### src/rtl/filter_loader_if.sv
// ---------------------------------------------------------------------------
// filter_loader_if
//   Groups the filter-loader signals: the controller request (start /
//   base_addr / filt_size / busy / done / err), the word-addressed memory
//   read port (mem_addr / mem_rd / mem_data / mem_valid) and the filter
//   buffer load port (buf_ld / buf_row / buf_data).
//
//   modport master : the loader itself (drives memory requests and buffer loads)
//   modport slave  : the environment around it (controller, memory, buffer)
// ---------------------------------------------------------------------------
interface filter_loader_if #(
  parameter int ADDR_W = 16
);
  logic              start;
  logic [ADDR_W-1:0] base_addr;
  logic [1:0]        filt_size;
  logic [ADDR_W-1:0] mem_addr;
  logic              mem_rd;
  logic [31:0]       mem_data;
  logic              mem_valid;
  logic              buf_ld;
  logic [1:0]        buf_row;
  logic [31:0]       buf_data;
  logic              busy;
  logic              done;
  logic              err;

  modport master (
    input  start, base_addr, filt_size, mem_data, mem_valid,
    output mem_addr, mem_rd, buf_ld, buf_row, buf_data, busy, done, err
  );

  modport slave (
    output start, base_addr, filt_size, mem_data, mem_valid,
    input  mem_addr, mem_rd, buf_ld, buf_row, buf_data, busy, done, err
  );
endinterface

### src/rtl/filter_loader.sv
// ---------------------------------------------------------------------------
// filter_loader
//   Fetches 1..4 filter row words from word-addressed memory and writes them
//   into the filter buffer, one row per buf_ld strobe, ascending row order.
//   Row words are packed MSB-first (byte [31:24] = column 0).
//
// Ports
//   clk, rst : system clock, synchronous active-high reset
//   bus      : filter_loader_if.master
//              start/base_addr/filt_size in, busy/done/err out (controller)
//              mem_addr/mem_rd out, mem_data/mem_valid in     (memory)
//              buf_ld/buf_row/buf_data out                    (filter buffer)
//
// Parameters
//   ADDR_W     : memory word-address width
//   ROW_STRIDE : word-address step between consecutive rows
//   TIMEOUT    : WAIT cycles before abort (only with FL_TIMEOUT_EN)
//
// Build option
//   FL_TIMEOUT_EN : when defined, a read that gets no mem_valid within
//                   TIMEOUT cycles aborts the load with done+err. When not
//                   defined, WAIT holds indefinitely and err is tied 0.
//
// All outputs are registered: they are set on the transition into the state
// in which they are valid.
// ---------------------------------------------------------------------------
module filter_loader #(
  parameter int ADDR_W     = 16,
  parameter int ROW_STRIDE = 1,
  parameter int TIMEOUT    = 255
) (
  input logic             clk,
  input logic             rst,
  filter_loader_if.master bus
);

  typedef enum logic [2:0] {
    S_IDLE,
    S_REQ,
    S_WAIT,
    S_LOAD,
    S_DONE
  } state_t;

  localparam logic [ADDR_W-1:0] STRIDE = ADDR_W'(ROW_STRIDE);

  if (TIMEOUT < 1) begin : g_timeout_chk
    $error("filter_loader: TIMEOUT must be at least 1");
  end

  state_t            state;
  logic [1:0]        row;
  logic [1:0]        fsz;
  logic [ADDR_W-1:0] mem_addr_r;
  logic              mem_rd_r;
  logic              buf_ld_r;
  logic [1:0]        buf_row_r;
  logic [31:0]       buf_data_r;
  logic              busy_r;
  logic              done_r;

`ifdef FL_TIMEOUT_EN
  localparam int                WCNT_W = $clog2(TIMEOUT + 1);
  localparam logic [WCNT_W-1:0] WLAST  = WCNT_W'(TIMEOUT - 1);

  logic [WCNT_W-1:0] wcnt;
  logic              err_r;
`endif

  always_ff @(posedge clk) begin
    if (rst) begin
      state      <= S_IDLE;
      row        <= 2'd0;
      fsz        <= 2'd0;
      mem_addr_r <= '0;
      mem_rd_r   <= 1'b0;
      buf_ld_r   <= 1'b0;
      buf_row_r  <= 2'd0;
      buf_data_r <= 32'd0;
      busy_r     <= 1'b0;
      done_r     <= 1'b0;
`ifdef FL_TIMEOUT_EN
      wcnt       <= '0;
      err_r      <= 1'b0;
`endif
    end else begin
      // strobes default low; each is raised for exactly one cycle below
      mem_rd_r <= 1'b0;
      buf_ld_r <= 1'b0;
      done_r   <= 1'b0;
`ifdef FL_TIMEOUT_EN
      err_r    <= 1'b0;
`endif
      case (state)
        S_IDLE: begin
          if (bus.start) begin
            fsz        <= bus.filt_size;
            row        <= 2'd0;
            mem_addr_r <= bus.base_addr;
            mem_rd_r   <= 1'b1;
            busy_r     <= 1'b1;
            state      <= S_REQ;
          end
        end

        S_REQ: begin
          // read request is on the bus this cycle; data can come from next cycle on
`ifdef FL_TIMEOUT_EN
          wcnt  <= '0;
`endif
          state <= S_WAIT;
        end

        S_WAIT: begin
          if (bus.mem_valid) begin
            buf_ld_r   <= 1'b1;
            buf_row_r  <= row;
            buf_data_r <= bus.mem_data;
            state      <= S_LOAD;
          end
`ifdef FL_TIMEOUT_EN
          else if (wcnt == WLAST) begin
            // abort: rows already written stay in the buffer
            done_r <= 1'b1;
            err_r  <= 1'b1;
            state  <= S_DONE;
          end else begin
            wcnt <= wcnt + WCNT_W'(1);
          end
`endif
        end

        S_LOAD: begin
          if (row == fsz) begin
            done_r <= 1'b1;
            state  <= S_DONE;
          end else begin
            // address wraps modulo 2^ADDR_W
            row        <= row + 2'd1;
            mem_addr_r <= mem_addr_r + STRIDE;
            mem_rd_r   <= 1'b1;
            state      <= S_REQ;
          end
        end

        S_DONE: begin
          busy_r <= 1'b0;
          state  <= S_IDLE;
        end

        default: begin
          busy_r <= 1'b0;
          state  <= S_IDLE;
        end
      endcase
    end
  end

  assign bus.mem_addr = mem_addr_r;
  assign bus.mem_rd   = mem_rd_r;
  assign bus.buf_ld   = buf_ld_r;
  assign bus.buf_row  = buf_row_r;
  assign bus.buf_data = buf_data_r;
  assign bus.busy     = busy_r;
  assign bus.done     = done_r;
`ifdef FL_TIMEOUT_EN
  assign bus.err      = err_r;
`else
  assign bus.err      = 1'b0;
`endif

endmodule

### src/flat_wrapper.sv
// flat-port wrapper written by rule: the top's interface ports become plain ports
module filter_loader_flat 
#(
  parameter int ADDR_W     = 16,
  parameter int ROW_STRIDE = 1,
  parameter int TIMEOUT    = 255
)
  (clk, rst, bus_start, bus_base_addr, bus_filt_size, bus_mem_data, bus_mem_valid, bus_mem_addr, bus_mem_rd, bus_buf_ld, bus_buf_row, bus_buf_data, bus_busy, bus_done, bus_err);
  filter_loader_if #(.ADDR_W(ADDR_W)) bus_i ();
  input logic clk;
  input logic rst;
  input wire logic [$bits(bus_i.start)-1:0] bus_start;
  input wire logic [$bits(bus_i.base_addr)-1:0] bus_base_addr;
  input wire logic [$bits(bus_i.filt_size)-1:0] bus_filt_size;
  input wire logic [$bits(bus_i.mem_data)-1:0] bus_mem_data;
  input wire logic [$bits(bus_i.mem_valid)-1:0] bus_mem_valid;
  output wire logic [$bits(bus_i.mem_addr)-1:0] bus_mem_addr;
  output wire logic [$bits(bus_i.mem_rd)-1:0] bus_mem_rd;
  output wire logic [$bits(bus_i.buf_ld)-1:0] bus_buf_ld;
  output wire logic [$bits(bus_i.buf_row)-1:0] bus_buf_row;
  output wire logic [$bits(bus_i.buf_data)-1:0] bus_buf_data;
  output wire logic [$bits(bus_i.busy)-1:0] bus_busy;
  output wire logic [$bits(bus_i.done)-1:0] bus_done;
  output wire logic [$bits(bus_i.err)-1:0] bus_err;
  assign bus_i.start = bus_start;
  assign bus_i.base_addr = bus_base_addr;
  assign bus_i.filt_size = bus_filt_size;
  assign bus_i.mem_data = bus_mem_data;
  assign bus_i.mem_valid = bus_mem_valid;
  assign bus_mem_addr = bus_i.mem_addr;
  assign bus_mem_rd = bus_i.mem_rd;
  assign bus_buf_ld = bus_i.buf_ld;
  assign bus_buf_row = bus_i.buf_row;
  assign bus_buf_data = bus_i.buf_data;
  assign bus_busy = bus_i.busy;
  assign bus_done = bus_i.done;
  assign bus_err = bus_i.err;
  filter_loader #(.ADDR_W(ADDR_W), .ROW_STRIDE(ROW_STRIDE), .TIMEOUT(TIMEOUT)) u_core (.clk(clk), .rst(rst), .bus(bus_i));
endmodule
### config.mk
export PLATFORM = sky130hd
export DESIGN_NAME = filter_loader_flat
export DESIGN_NICKNAME = d
export VERILOG_FILES = /design/src/rtl/filter_loader_if.sv /design/src/rtl/filter_loader.sv /design/src/flat_wrapper.sv
export SDC_FILE = /design/constraint.sdc
export NUM_CORES = 1
export LEC_CHECK = 0
export ABC_AREA = 0
export BUFFER_PORTS_ARGS = -buffer_cell sky130_fd_sc_hd__buf_2
export CELL_PAD_IN_SITES_DETAIL_PLACEMENT = 0
export CELL_PAD_IN_SITES_GLOBAL_PLACEMENT = 1
export CORE_ASPECT_RATIO = 1.4
export CORE_MARGIN = 2
export CORE_UTILIZATION = 37
export DETAILED_ROUTE_END_ITERATION = 7
export HOLD_SLACK_MARGIN = 0.1
export PLACE_DENSITY_LB_ADDON = 0.1
export SYNTH_ARGS = -nofsm -noshare
export SYNTH_HDL_FRONTEND = slang
export SYNTH_SLANG_ARGS = --single-unit
### constraint.sdc
create_clock -name clk -period 2.5 [get_ports clk]
set_input_delay 0.5 -clock clk [delete_from_list [all_inputs] [get_ports clk]]
set_output_delay 0.5 -clock clk [all_outputs]
set_load 0.05 [all_outputs]
==> results.toml <==
[setup_path]
ff2ff_path_depth = 5
crit_slowest_cell = "dfxtp_1"
path_cells = "nand3b_1 > buf_4 > a21o_1 > nand2_1 > a221oi_2"
worstPathMaxFanout = 10
worst_path_largest_cell_delay_ps = 530
end_kind = "register"
cp.required_ps = 2750
crit_arrival_ps = 2390
crit_type = "register to register"
rr_startpoint = "u_core.state[2]"
start_kind = "register"
crit_start = "u_core.state[2]"

[final_layout]
drive_gt1_share_pct = 32.88
antennaDiodeCount = 0
final_cell_mix = "buf_2 (107), nand2_1 (95), dfxtp_1 (61), a21oi_1 (52), clkbuf_8 (11)"
fin_nets = 494
syn_to_final_growth_pct = 28.29
final_common_cell = "buf_2"
fillCellCount = 728

[floorplan]
dieHeight_um = 106.8
die-area_um2 = 8276
start_util_pct = 37.97
std_cell_rows = 37
pin_count = 109
die_w_um = 77.46
core_um2 = 7361

[route]
viasPerCell = 5.159
ant_nets = 0
drt-total-wl_um = 7958
drtIter0Drc = 81
firstDrtPassIters = 4
routedWlPerCell_um = 14.71
num_vias = 2791
route.detailed.drc = 0

[grt]
grt_pass1_wl_um = 12650
grt_util_met3_pct = 4.209
grt.overflow.total = 0
grt_pass1_vias = 2663
antenna_found_initial = 0
grt-busiest-layer = "met2"
met2_usage_pct = 33.48
grt_max_degree = 36
grt_usage_pct = 19.51
met1_usage_pct = 22.28

[sta]
rsz0062_at_grt = "false"
tightest_slew_ps = 655.8
fin_crit_ps = 2140
setup-violations-final = 0
finClkSkew_ps = 5.222
fin_crit_sh_pct = 85.61
finalSetupTns_ps = 0
max_freq_mhz = 467.2
hold_viol = 0
slew_headroom_pct = 56.12
hold_ws_ps = 393.5
fin_ws_ps = 359.7
report.final.slew_viol_count = 0

[logic_synthesis]
synth_fp_nets = 396
yosys_register_bits = 61
async_flop_share_pct = 0
yosysSeqAreaShare_pct = 43.69
synth_edf_count = 0
synth_area_per_cell_um2 = 8.197
ys_types = 60
ys_warn_count = 0
synthFlopType = "dfxtp_1"
yosysTopAreaCell = "dfxtp_1"
synthesis.area_um2 = 2795
synth_top_area_share_pct = 43.69
synth_area_leaders = "dfxtp_1 (44%), nand2_1 (13%), a21oi_1 (9.3%)"
synth_cells = 341

[min_path]
hold_start = "bus_filt_size[0]"
hold_depth = 3
hp-class = "input port to register"

[cts]
clk_path_buf_depth = 2
cts_buffers = 9
clkLatencyLatePin_ps = 340
cts.clk_slew.worst_paths_ps = 70
root_buffer = "clkbuf_8"
cts_tree = "done"
ctsHoldBuffers = 0
cts_resized = 0
htree_levels = 3
clkSinkCount = 61
post_cts_buffers = 0

[power_and_ir_drop]
power_frac_comb_pct = 20.9
p_int_mw = 1.816
p_leak_nw = 1.509
switching_share_pct = 31.73
seq_power_share_pct = 41.6
clockPowerShare_pct = 37.5
power_switching_uw = 844.2
powerDensity_nw_per_um2 = 741.8
power.total_mw = 2.660
vdd_drop_max_mv = 0.2953

[placed_design]
place.gp.congestion = 0.7969
port_buffers = 107
hpwlAfterDp_um = 5559
place_ws_ps = 399.4

[run]
max_cap_viol_count = 0

[run_status]
status = "finished clean"
-- metal layers --
layer / part of all wire, % / up-vias
met5: 0 / -
met3: 5.3 / 15
li1: - / 1401
met2: 51 / 93
met1: 41 / 1282
met4: 2.8 / 0
-- registers in the layout (all words and copies together) (netlist names) --
register	cells
u_core.bus.buf_ld	1
u_core.bus.mem_rd	1
u_core.bus.busy	1
u_core.row	2
u_core.bus.done	1
u_core.bus.mem_addr	16
u_core.state	3
u_core.bus.buf_data	32
u_core.bus.buf_row	2
u_core.fsz	2
-- cell type report --
cell class	count	area (um2)	area share (%)
multi-input cells	246	1396	38.94
flip-flops and latches	61	1221	34.05
repair buffers	116	603.1	16.82
clock buffers	12	155.1	4.327
well taps	97	121.4	3.384
clock inverters	4	70.07	1.954
inverters	5	18.77	0.5234
-- power by group through the flow --
stage                     Combinational, mW  Sequential (mW)  Clock [mW]
final                                 0.555             1.11       0.997
after global routing                  0.596             1.12        1.07
after CTS                             0.560             1.11        1.02
after detailed placement              0.559             1.13           0
after global placement                0.557             1.13           0
after floorplan                       0.239             1.30           0
-- stage by stage --
| stage | std cells | area [um2] | util (%) |
|---|---|---|---|
| after floorplan | 341 | 2795 | - |
| after global placement | 525 | 3361 | 45.66 |
| after detailed placement | 525 | 3361 | 45.66 |
| after CTS | 541 | 3586 | 48.72 |
| after global routing | 541 | 3586 | 48.72 |
| final | 541 | 3586 | 48.72 |
-- Yosys cell counts, types with 2 or more instances --
library cell / instances
o211ai_1: 2
buf_6: 5
nand3b_1: 2
o21ai_0: 6
and4_1: 6
o31a_1: 4
nand4_1: 4
a2bb2oi_1: 2
a311oi_1: 2
a31oi_1: 2
clkbuf_1: 8
nand3_1: 6
nor4_1: 3
nand2_1: 95
a21oi_1: 52
nor3_1: 9
dfxtp_1: 61
inv_1: 5
o22ai_1: 4
buf_2: 14
and2_1: 2
nor2b_1: 2
o32ai_1: 3
a221oi_2: 2
xnor2_1: 2
nor2_1: 4
-- critical path, delay by kind of cell (launching register included) --
| family | cells | cell delay (ps) |
|---|---|---|
| compound gates | 2 | 670 |
| buf+inv | 1 | 220 |
| flops | 1 | 530 |
| simple gates | 2 | 620 |
-- kinds of logic after synthesis --
group | synth area share (%)
other | 0.1342
AO/OA/AOI/OAI | 23.23
multiplexers | 0.4028
AND/OR/NAND/NOR | 24.08
adder cells (fa/ha/maj) | 0.4476
XOR/XNOR | 1.209
buffers and inverters | 6.804
flip-flops | 43.69
-- path summary, 6_finish.rpt --
| kind | end | slack [ps] |
|---|---|---|
| hold reg to reg | u_core.bus.buf_data[19] | 450 |
| setup / recovery | u_core.bus.mem_addr[10] | 360 |
| setup reg to reg | u_core.bus.mem_addr[10] | 360 |
| hold / removal | u_core.fsz[0] | 390 |
Power figures use the tool's default switching activity.
